[src/rtl/uart_pkg.sv]
// Shared definitions for the UART transmit arbiter: FSM state encoding,
// default byte width and the owner-index width helper.
package uart_pkg;

  localparam int DEF_DATA_W = 8;

  typedef enum logic [2:0] {
    IDLE,
    START,
    WAIT,
    GAP,
    HOLD
  } arb_state_e;

  // Width of an index into n requesters; never narrower than one bit.
  function automatic int owner_w(input int n);
    return (n > 1) ? $clog2(n) : 1;
  endfunction

endpackage

[src/rtl/uart_tx_arbiter_rr_pick.sv]
// Round-robin picker: returns the first set request at or after the pointer,
// wrapping modulo N_REQ, plus a flag saying whether any request was set.
module rr_pick
  import uart_pkg::*;
#(
  parameter int N_REQ   = 4,
  parameter int OWNER_W = owner_w(N_REQ)
) (
  input  logic [N_REQ-1:0]   req_i,
  input  logic [OWNER_W-1:0] ptr_i,
  output logic [OWNER_W-1:0] winner_o,
  output logic               valid_o
);

  always_comb begin
    int idx;
    idx      = 0;
    winner_o = '0;
    valid_o  = 1'b0;
    for (int i = 0; i < N_REQ; i++) begin
      idx = int'(ptr_i) + i;
      if (idx >= N_REQ) begin
        idx = idx - N_REQ;
      end
      if (!valid_o && req_i[idx[OWNER_W-1:0]]) begin
        valid_o  = 1'b1;
        winner_o = idx[OWNER_W-1:0];
      end
    end
  end

endmodule

[src/rtl/uart_tx_arbiter.sv]
// Shares one UART transmitter between N_REQ byte requesters with round-robin
// arbitration, per-requester packet lock, inter-frame gap and done timeout.
module uart_tx_arbiter
  import uart_pkg::*;
#(
  parameter int  N_REQ      = 4,
  parameter int  DATA_W     = DEF_DATA_W,
  parameter int  GAP_CYCLES = 16,
  parameter int  TIMEOUT    = 200000,
  localparam int OWNER_W    = owner_w(N_REQ)
) (
  input  logic                    clk,
  input  logic                    reset,
  input  logic [N_REQ-1:0]        i_req,
  input  logic [N_REQ-1:0]        i_lock,
  input  logic [N_REQ*DATA_W-1:0] i_data,
  output logic [N_REQ-1:0]        o_ack,
  output logic                    o_tx_start,
  output logic [DATA_W-1:0]       o_tx_data,
  input  logic                    i_tx_done,
  output logic [OWNER_W-1:0]      o_owner,
  output logic                    o_busy,
  output logic                    o_timeout
);

  localparam int TCNT_W = (TIMEOUT > 1) ? $clog2(TIMEOUT + 1) : 1;
  localparam int GCNT_W = (GAP_CYCLES > 0) ? $clog2(GAP_CYCLES + 1) : 1;
  localparam logic [TCNT_W-1:0]  TCNT_LAST  = TCNT_W'(TIMEOUT - 1);
  localparam logic [GCNT_W-1:0]  GCNT_LAST  = GCNT_W'(GAP_CYCLES - 1);
  localparam logic [OWNER_W-1:0] OWNER_LAST = OWNER_W'(N_REQ - 1);

  arb_state_e         state_q, state_d;
  logic [OWNER_W-1:0] owner_q, owner_d;
  logic [OWNER_W-1:0] ptr_q, ptr_d;
  logic [DATA_W-1:0]  data_q, data_d;
  logic [TCNT_W-1:0]  tcnt_q, tcnt_d;
  logic [GCNT_W-1:0]  gcnt_q, gcnt_d;
  logic               abort_q, abort_d;

  logic [OWNER_W-1:0] pickWinner;
  logic               pickValid;
  logic               timeoutHit;
  logic               decide;
  logic [DATA_W-1:0]  reqData [N_REQ];

  for (genvar k = 0; k < N_REQ; k++) begin : g_unpack
    assign reqData[k] = i_data[k*DATA_W +: DATA_W];
  end

  rr_pick #(
    .N_REQ   (N_REQ),
    .OWNER_W (OWNER_W)
  ) u_pick (
    .req_i    (i_req),
    .ptr_i    (ptr_q),
    .winner_o (pickWinner),
    .valid_o  (pickValid)
  );

  assign timeoutHit = (state_q == WAIT) && !i_tx_done && (tcnt_q == TCNT_LAST);

  // abort_d marks a frame that timed out, so its lock cannot keep the owner.
  always_comb begin
    state_d = state_q;
    owner_d = owner_q;
    ptr_d   = ptr_q;
    data_d  = data_q;
    tcnt_d  = tcnt_q;
    gcnt_d  = gcnt_q;
    abort_d = abort_q;
    decide  = 1'b0;
    case (state_q)
      IDLE: begin
        if (pickValid) begin
          owner_d = pickWinner;
          data_d  = reqData[pickWinner];
          state_d = START;
        end
      end
      START: begin
        ptr_d   = (owner_q == OWNER_LAST) ? '0 : owner_q + 1'b1;
        tcnt_d  = '0;
        abort_d = 1'b0;
        state_d = WAIT;
      end
      WAIT: begin
        tcnt_d = tcnt_q + 1'b1;
        if (i_tx_done || timeoutHit) begin
          abort_d = timeoutHit;
          gcnt_d  = '0;
          if (GAP_CYCLES == 0) begin
            decide = 1'b1;
          end else begin
            state_d = GAP;
          end
        end
      end
      GAP: begin
        if (gcnt_q == GCNT_LAST) begin
          decide = 1'b1;
        end else begin
          gcnt_d = gcnt_q + 1'b1;
        end
      end
      HOLD: begin
        if (i_req[owner_q]) begin
          data_d  = reqData[owner_q];
          state_d = START;
        end else if (!i_lock[owner_q]) begin
          state_d = IDLE;
        end
      end
      default: state_d = IDLE;
    endcase

    if (decide) begin
      if (i_lock[owner_q] && !abort_d && i_req[owner_q]) begin
        data_d  = reqData[owner_q];
        state_d = START;
      end else if (i_lock[owner_q] && !abort_d) begin
        state_d = HOLD;
      end else begin
        state_d = IDLE;
      end
    end
  end

  always_ff @(posedge clk or negedge reset) begin
    if (!reset) begin
      state_q <= IDLE;
      owner_q <= '0;
      ptr_q   <= '0;
      data_q  <= '0;
      tcnt_q  <= '0;
      gcnt_q  <= '0;
      abort_q <= 1'b0;
    end else begin
      state_q <= state_d;
      owner_q <= owner_d;
      ptr_q   <= ptr_d;
      data_q  <= data_d;
      tcnt_q  <= tcnt_d;
      gcnt_q  <= gcnt_d;
      abort_q <= abort_d;
    end
  end

  always_comb begin
    o_ack = '0;
    if (state_q == START) begin
      o_ack[owner_q] = 1'b1;
    end
  end

  assign o_tx_start = (state_q == START);
  assign o_tx_data  = data_q;
  assign o_owner    = owner_q;
  assign o_busy     = (state_q != IDLE);
  assign o_timeout  = timeoutHit;

endmodule

[config.mk]
export PLATFORM = sky130hd
export DESIGN_NAME = uart_tx_arbiter
export DESIGN_NICKNAME = d
export VERILOG_FILES = /design/src/rtl/uart_pkg.sv /design/src/rtl/uart_tx_arbiter_rr_pick.sv /design/src/rtl/uart_tx_arbiter.sv
export SDC_FILE = /design/constraint.sdc
export NUM_CORES = 1
export LEC_CHECK = 0
export ABC_AREA = 1
export CAP_MARGIN = 0
export CORE_MARGIN = 2
export CORE_UTILIZATION = 30
export DETAILED_ROUTE_END_ITERATION = 7
export SYNTH_ARGS = -nofsm -noshare
export SYNTH_HDL_FRONTEND = slang
export SYNTH_SLANG_ARGS = --single-unit
[constraint.sdc]
create_clock -name clk -period 2.05 [get_ports clk]
set_input_delay 0.41 -clock clk [delete_from_list [all_inputs] [get_ports clk]]
set_output_delay 0.41 -clock clk [all_outputs]
set_load 0.1 [all_outputs]
Word-level counts from Yosys, hierarchy flattened
Cells that the tools add are included.

Flip-flop bits (word level): 39. Input bits: 43. Output and inout port bits: 17. Logic and storage cells: 120.

$add $sub $neg: 10. $lt $le $gt $ge: 12. Equal/unequal tests: 13. Mux-type cells: 55. Bitwise operators: 2. Reductions and logical operators: 21.

Operator list (count): 2-to-1 mux 8 bit (8); one-hot mux 18 bit (2 select lines) (1); binary-select mux 8 bit (select 2 bit) (2); 2-to-1 mux 3 bit (7); adder 18 x 1 -> 18 bit (second input constant) (1); == test 18 bit (second input constant) (1); 2-to-1 mux 2 bit (9); one-hot mux 8 bit (2 select lines) (1); greater-or-equal comparator 3 bit (second input constant) (5); less-than comparator 2 x 3 -> 1 bit (second input constant) (5); one-hot mux 3 bit (5 select lines) (1); 2-to-1 mux 1 bit (14); binary-select mux 1 bit (select 2 bit) (6); 2-to-1 mux 5 bit (2); one-hot mux 5 bit (2 select lines) (1); logical AND 1 bit (8); subtractor 2 x 1 -> 2 bit (second input constant) (4); adder 2 x 2 -> 3 bit (second input constant) (2); == test 3 x 2 -> 1 bit (second input constant) (2); inverter 2 -> 3 bit (2); adder 5 x 1 -> 5 bit (second input constant) (1); == test 5 x 4 -> 1 bit (second input constant) (1); zero test 1 bit (5); 2-to-1 mux 4 bit (1); other kinds (21) (23).

Logic depth before layout (Yosys ltp)
Word-level depth: 22. Gate-level depth with buffers: 17.

Modules after synthesis
From an unflattened synthesis, not the netlist that was laid out.

Cell total of the unflattened synthesis: 553. Area total of the unflattened synthesis: 3449.6 µm².

By module, submodules not included: uart_tx_arbiter (times used 1, cells an instance 494, area an instance 3130.5 µm², seq. area each 975.9 µm²); rr_pick (times used 1, cells an instance 59, area an instance 319.1 µm², seq. area each 0.0 µm²).

Least setup slack after synthesis
No wires, ideal clock.

Path kind: flip-flop to output port. From: reg tcnt_q[0]. To: out o_timeout. Arrival: 2.994 ns. Slack: -1.354 ns. Stages on the path, launching flop included: 8. Buffers on the path: 0. Path through: dfrtp_1 -> ha_1 -> nand2_1 -> nor2_1 -> nand3_1 -> inv_1 -> nand2_1 -> nor3_1.

Longest elaborated chain between the ends: 2.

RTL lines: start: declaration (line uart_tx_arbiter.sv:36) `logic [TCNT_W-1:0] tcnt_q, tcnt_d;`; start signal: assignment (line uart_tx_arbiter.sv:142) `tcnt_q <= tcnt_d;`; == test 18 bit (line uart_tx_arbiter.sv:60) `assign timeoutHit = (state_q == WAIT) && !i_tx_done && (tcnt_q == TCNT_LAST);`; logical AND 1 bit (line uart_tx_arbiter.sv:60); end: declaration (line uart_tx_arbiter.sv:23) `output logic o_timeout`.

No other way between the ends.

Worst setup path after layout
From: reg state_q[0]. To: out o_busy.

Longest elaborated chain between the ends: 1.

RTL lines: start: declaration (line uart_tx_arbiter.sv:32) `arb_state_e state_q, state_d;`; start signal: assignment (line uart_tx_arbiter.sv:138) `state_q <= state_d;`; nonzero test 3 bit (line uart_tx_arbiter.sv:158) `assign o_busy = (state_q != IDLE);`; end: declaration (line uart_tx_arbiter.sv:22) `output logic o_busy,`.

No other way between the ends.

==> impl_metrics.json <==
{
  "status": "finished clean",
  "cts_tree": "built",
  "crit_path_end_kind": "output port",
  "critPathKind": "reg2out",
  "synth_area_leaders": "dfrtp_1 32%, nand2_1 13%, nand3_1 7.1%",
  "worstPathRequired_ns": 1.64,
  "core_area_um2": 9860,
  "cts_made_buffers": 5,
  "clock_latency_ns": 0.30,
  "syn-cell-area_um2": 3080,
  "synth_seq_area_share_pct": 31.7,
  "drt_iter0_drc": 199,
  "clk_pin_slew_ns": 0.09,
  "ant_nets": 0,
  "vdd_ir_drop_max_mv": 0.902,
  "yosys_register_bits": 39,
  "worstSetupStartpointType": "flop",
  "gp_congestion": 0.934,
  "grt.total_usage_pct": 16.4,
  "synth_commonest_cells": "109 x nand2_1, 54 x inv_1, 49 x nor2_1",
  "grt_setup_unrepaired": "true",
  "htreeDepth": 2,
  "fp.dieH_um": 105,
  "core.rowCount": 36,
  "synthDominantCellAreaShare_pct": 31.7,
  "synth_area_leader_cell": "dfrtp_1",
  "clock_skew_ns": 0.0147,
  "dp_hpwl_mm": 6.98,
  "grt_pass1_wl_mm": 15.0,
  "grt_start_max_net_pins": 22,
  "final_cells": 697,
  "crit_path_top_delay_cell": "dfrtp_1",
  "grt-ovfl-total": 0,
  "post-place-cells": 676,
  "ios": 60,
  "grt_pass1_vias": 3261,
  "fin_crit_sh_pct": 98.9,
  "cp_cell_sequence": "nor2_1 > inv_1 > nor2_1 > inv_1 > buf_12",
  "synth.most_common_cell": "nand2_1",
  "diodes": 0,
  "synth_cell_types": 39,
  "grt_use_met3_pct": 3.59,
  "setup-violations-final": 0,
  "grt_use_met2_pct": 28.0,
  "synth_flop_cell": "dfrtp_1",
  "avgSynthCellArea_um2": 6.67,
  "synth_edf_count": 0,
  "worstMarginPinSlew_ns": 0.417,
  "slowest_delay_ns": 0.43,
  "wl_mm": 9.17,
  "root_buffer": "clkbuf_8",
  "initial_core_util_pct": 31.2,
  "synth_nets": 512,
  "yosys_warnings": 0,
  "fin_area_um2": 4520,
  "dpl_cell_area_um2": 4150,
  "min_period_ns": 2.03,
  "met1_usage_pct": 20.6,
  "vias": 3398,
  "synthArstFlopShare_pct": 100,
  "slew_headroom_pct": 72.2,
  "antenna_found_initial": 0,
  "power.density_nw_per_um2": 1520,
  "timing.max_cap.violations": 0,
  "portBuffers": 59,
  "vias_per_cell": 4.88,
  "synth_cells": 462,
  "area_delta_synth_final_pct": 46.8,
  "grt-busiest-layer": "met2",
  "first_pass_iters": 4,
  "cts.sinks": 39,
  "min_path_type": "in2async",
  "leakage_nw": 2.18,
  "wl_per_cell_um": 13.2,
  "cp_max_fo": 4,
  "drc_errors": 0,
  "die_w_um": 105,
  "hold_viol": 0,
  "layout.nets": 613,
  "drive_above_1_share_pct": 25.7,
  "dieArea_um2": 11100,
  "fmax_mhz": 493,
  "cts_buffer_depth": 2,
  "maxSlewViolCount": 0,
  "worstPathArrival_ns": 1.62
}
sequential cells by signal (all words and copies together) (netlist names):
signal / count
gcnt_q: 5
state_q: 3
o_owner: 2
tcnt_q: 18
ptr_q: 2
o_tx_data: 8
abort_q: 1
per-stage QoR:
stage	setup TNS, ns	utilization, %	total power, W	setup slack (ns)	hold slack [ns]
after CTS	-0.0721	43.6	0.00657	-0.0721	0.0447
final	0	45.9	0.00688	0.0231	0.0318
after global routing	-0.114	45.9	0.00740	-0.0467	0.0521
after detailed placement	-1.88	42.0	0.00593	-0.237	0.367
after floorplan	-0.125	-	0.00448	-0.0972	0.114
after global placement	-1.17	42.0	0.00588	-0.170	0.361
cell type report:
type | count | area, µm²
multi-input combinational | 349 | 1970
tap | 133 | 166
sequential | 39 | 987
clock inverter | 1 | 5.00
fill | 986 | 5340
timing repair buffer | 108 | 1070
clock buffer | 7 | 86.3
inverter | 60 | 238
critical path: cells and delay by family, from the launching register on:
kind          cells  cell delay, ns
buf+inv           3            0.42
simple gates      2            0.46
flops             1            0.43
final timing paths:
kind,from,to,slack [ns],cells after the start
max,state_q[0],o_busy,0.02,5
min,reset,o_owner[1],0.03,1
max reg2reg,tcnt_q[1],tcnt_q[14],0.08,11
min reg2reg,gcnt_q[4],gcnt_q[4],0.51,2
max in group asynchronous,reset,tcnt_q[7],1.44,2
min in group clk,gcnt_q[4],gcnt_q[4],0.51,2
repair_timing:
action                     in CTS  in global routing
resized for setup               9                 47
setup buffers                   5                  8
pin swaps                       3                 14
hold buffers                    0                  0
setup endpoints to repair       3                 16
cell families (layout without fill, tap and decap cells):
family	after synthesis	in the layout	share of synthesized area [%]
and+or+nand+nor	251	251	38.1
xor gates and xnor gates	2	2	0.569
buffers and inverters	74	176	10.4
muxes	3	3	0.974
DFF	39	39	31.7
adders and majority gates	7	7	2.84
AOI/OAI and AO/OA	86	86	15.5
power breakdown:
part           switching, W  total [W]  internal, W  leakage (nW)
registers          0.000214    0.00120     0.000989         0.505
clock network      0.000288   0.000560     0.000272        0.0482
logic               0.00323    0.00511      0.00189          1.63
layout by cell type (no fill, tap or decap), types with 6 or more instances in the layout:
master and instances:
o21ai_0 38, nand2_1 102, clkbuf_8 6, nor2_4 8, inv_1 47, buf_4 50
nand4_1 21, inv_2 10, nand3_1 35, dfrtp_1 34, nand2_2 12, clkdlybuf4s50_1 39
nor2_1 38, o22ai_1 8, a21oi_1 24, buf_12 12, nand3_2 11
per-layer routing:
metal	wire (µm)	part of all wire, %
met5	0	0
met3	529	5.8
met1	4030	44
met2	4450	49
met4	158	1.7
Power figures use the tool's default switching activity.
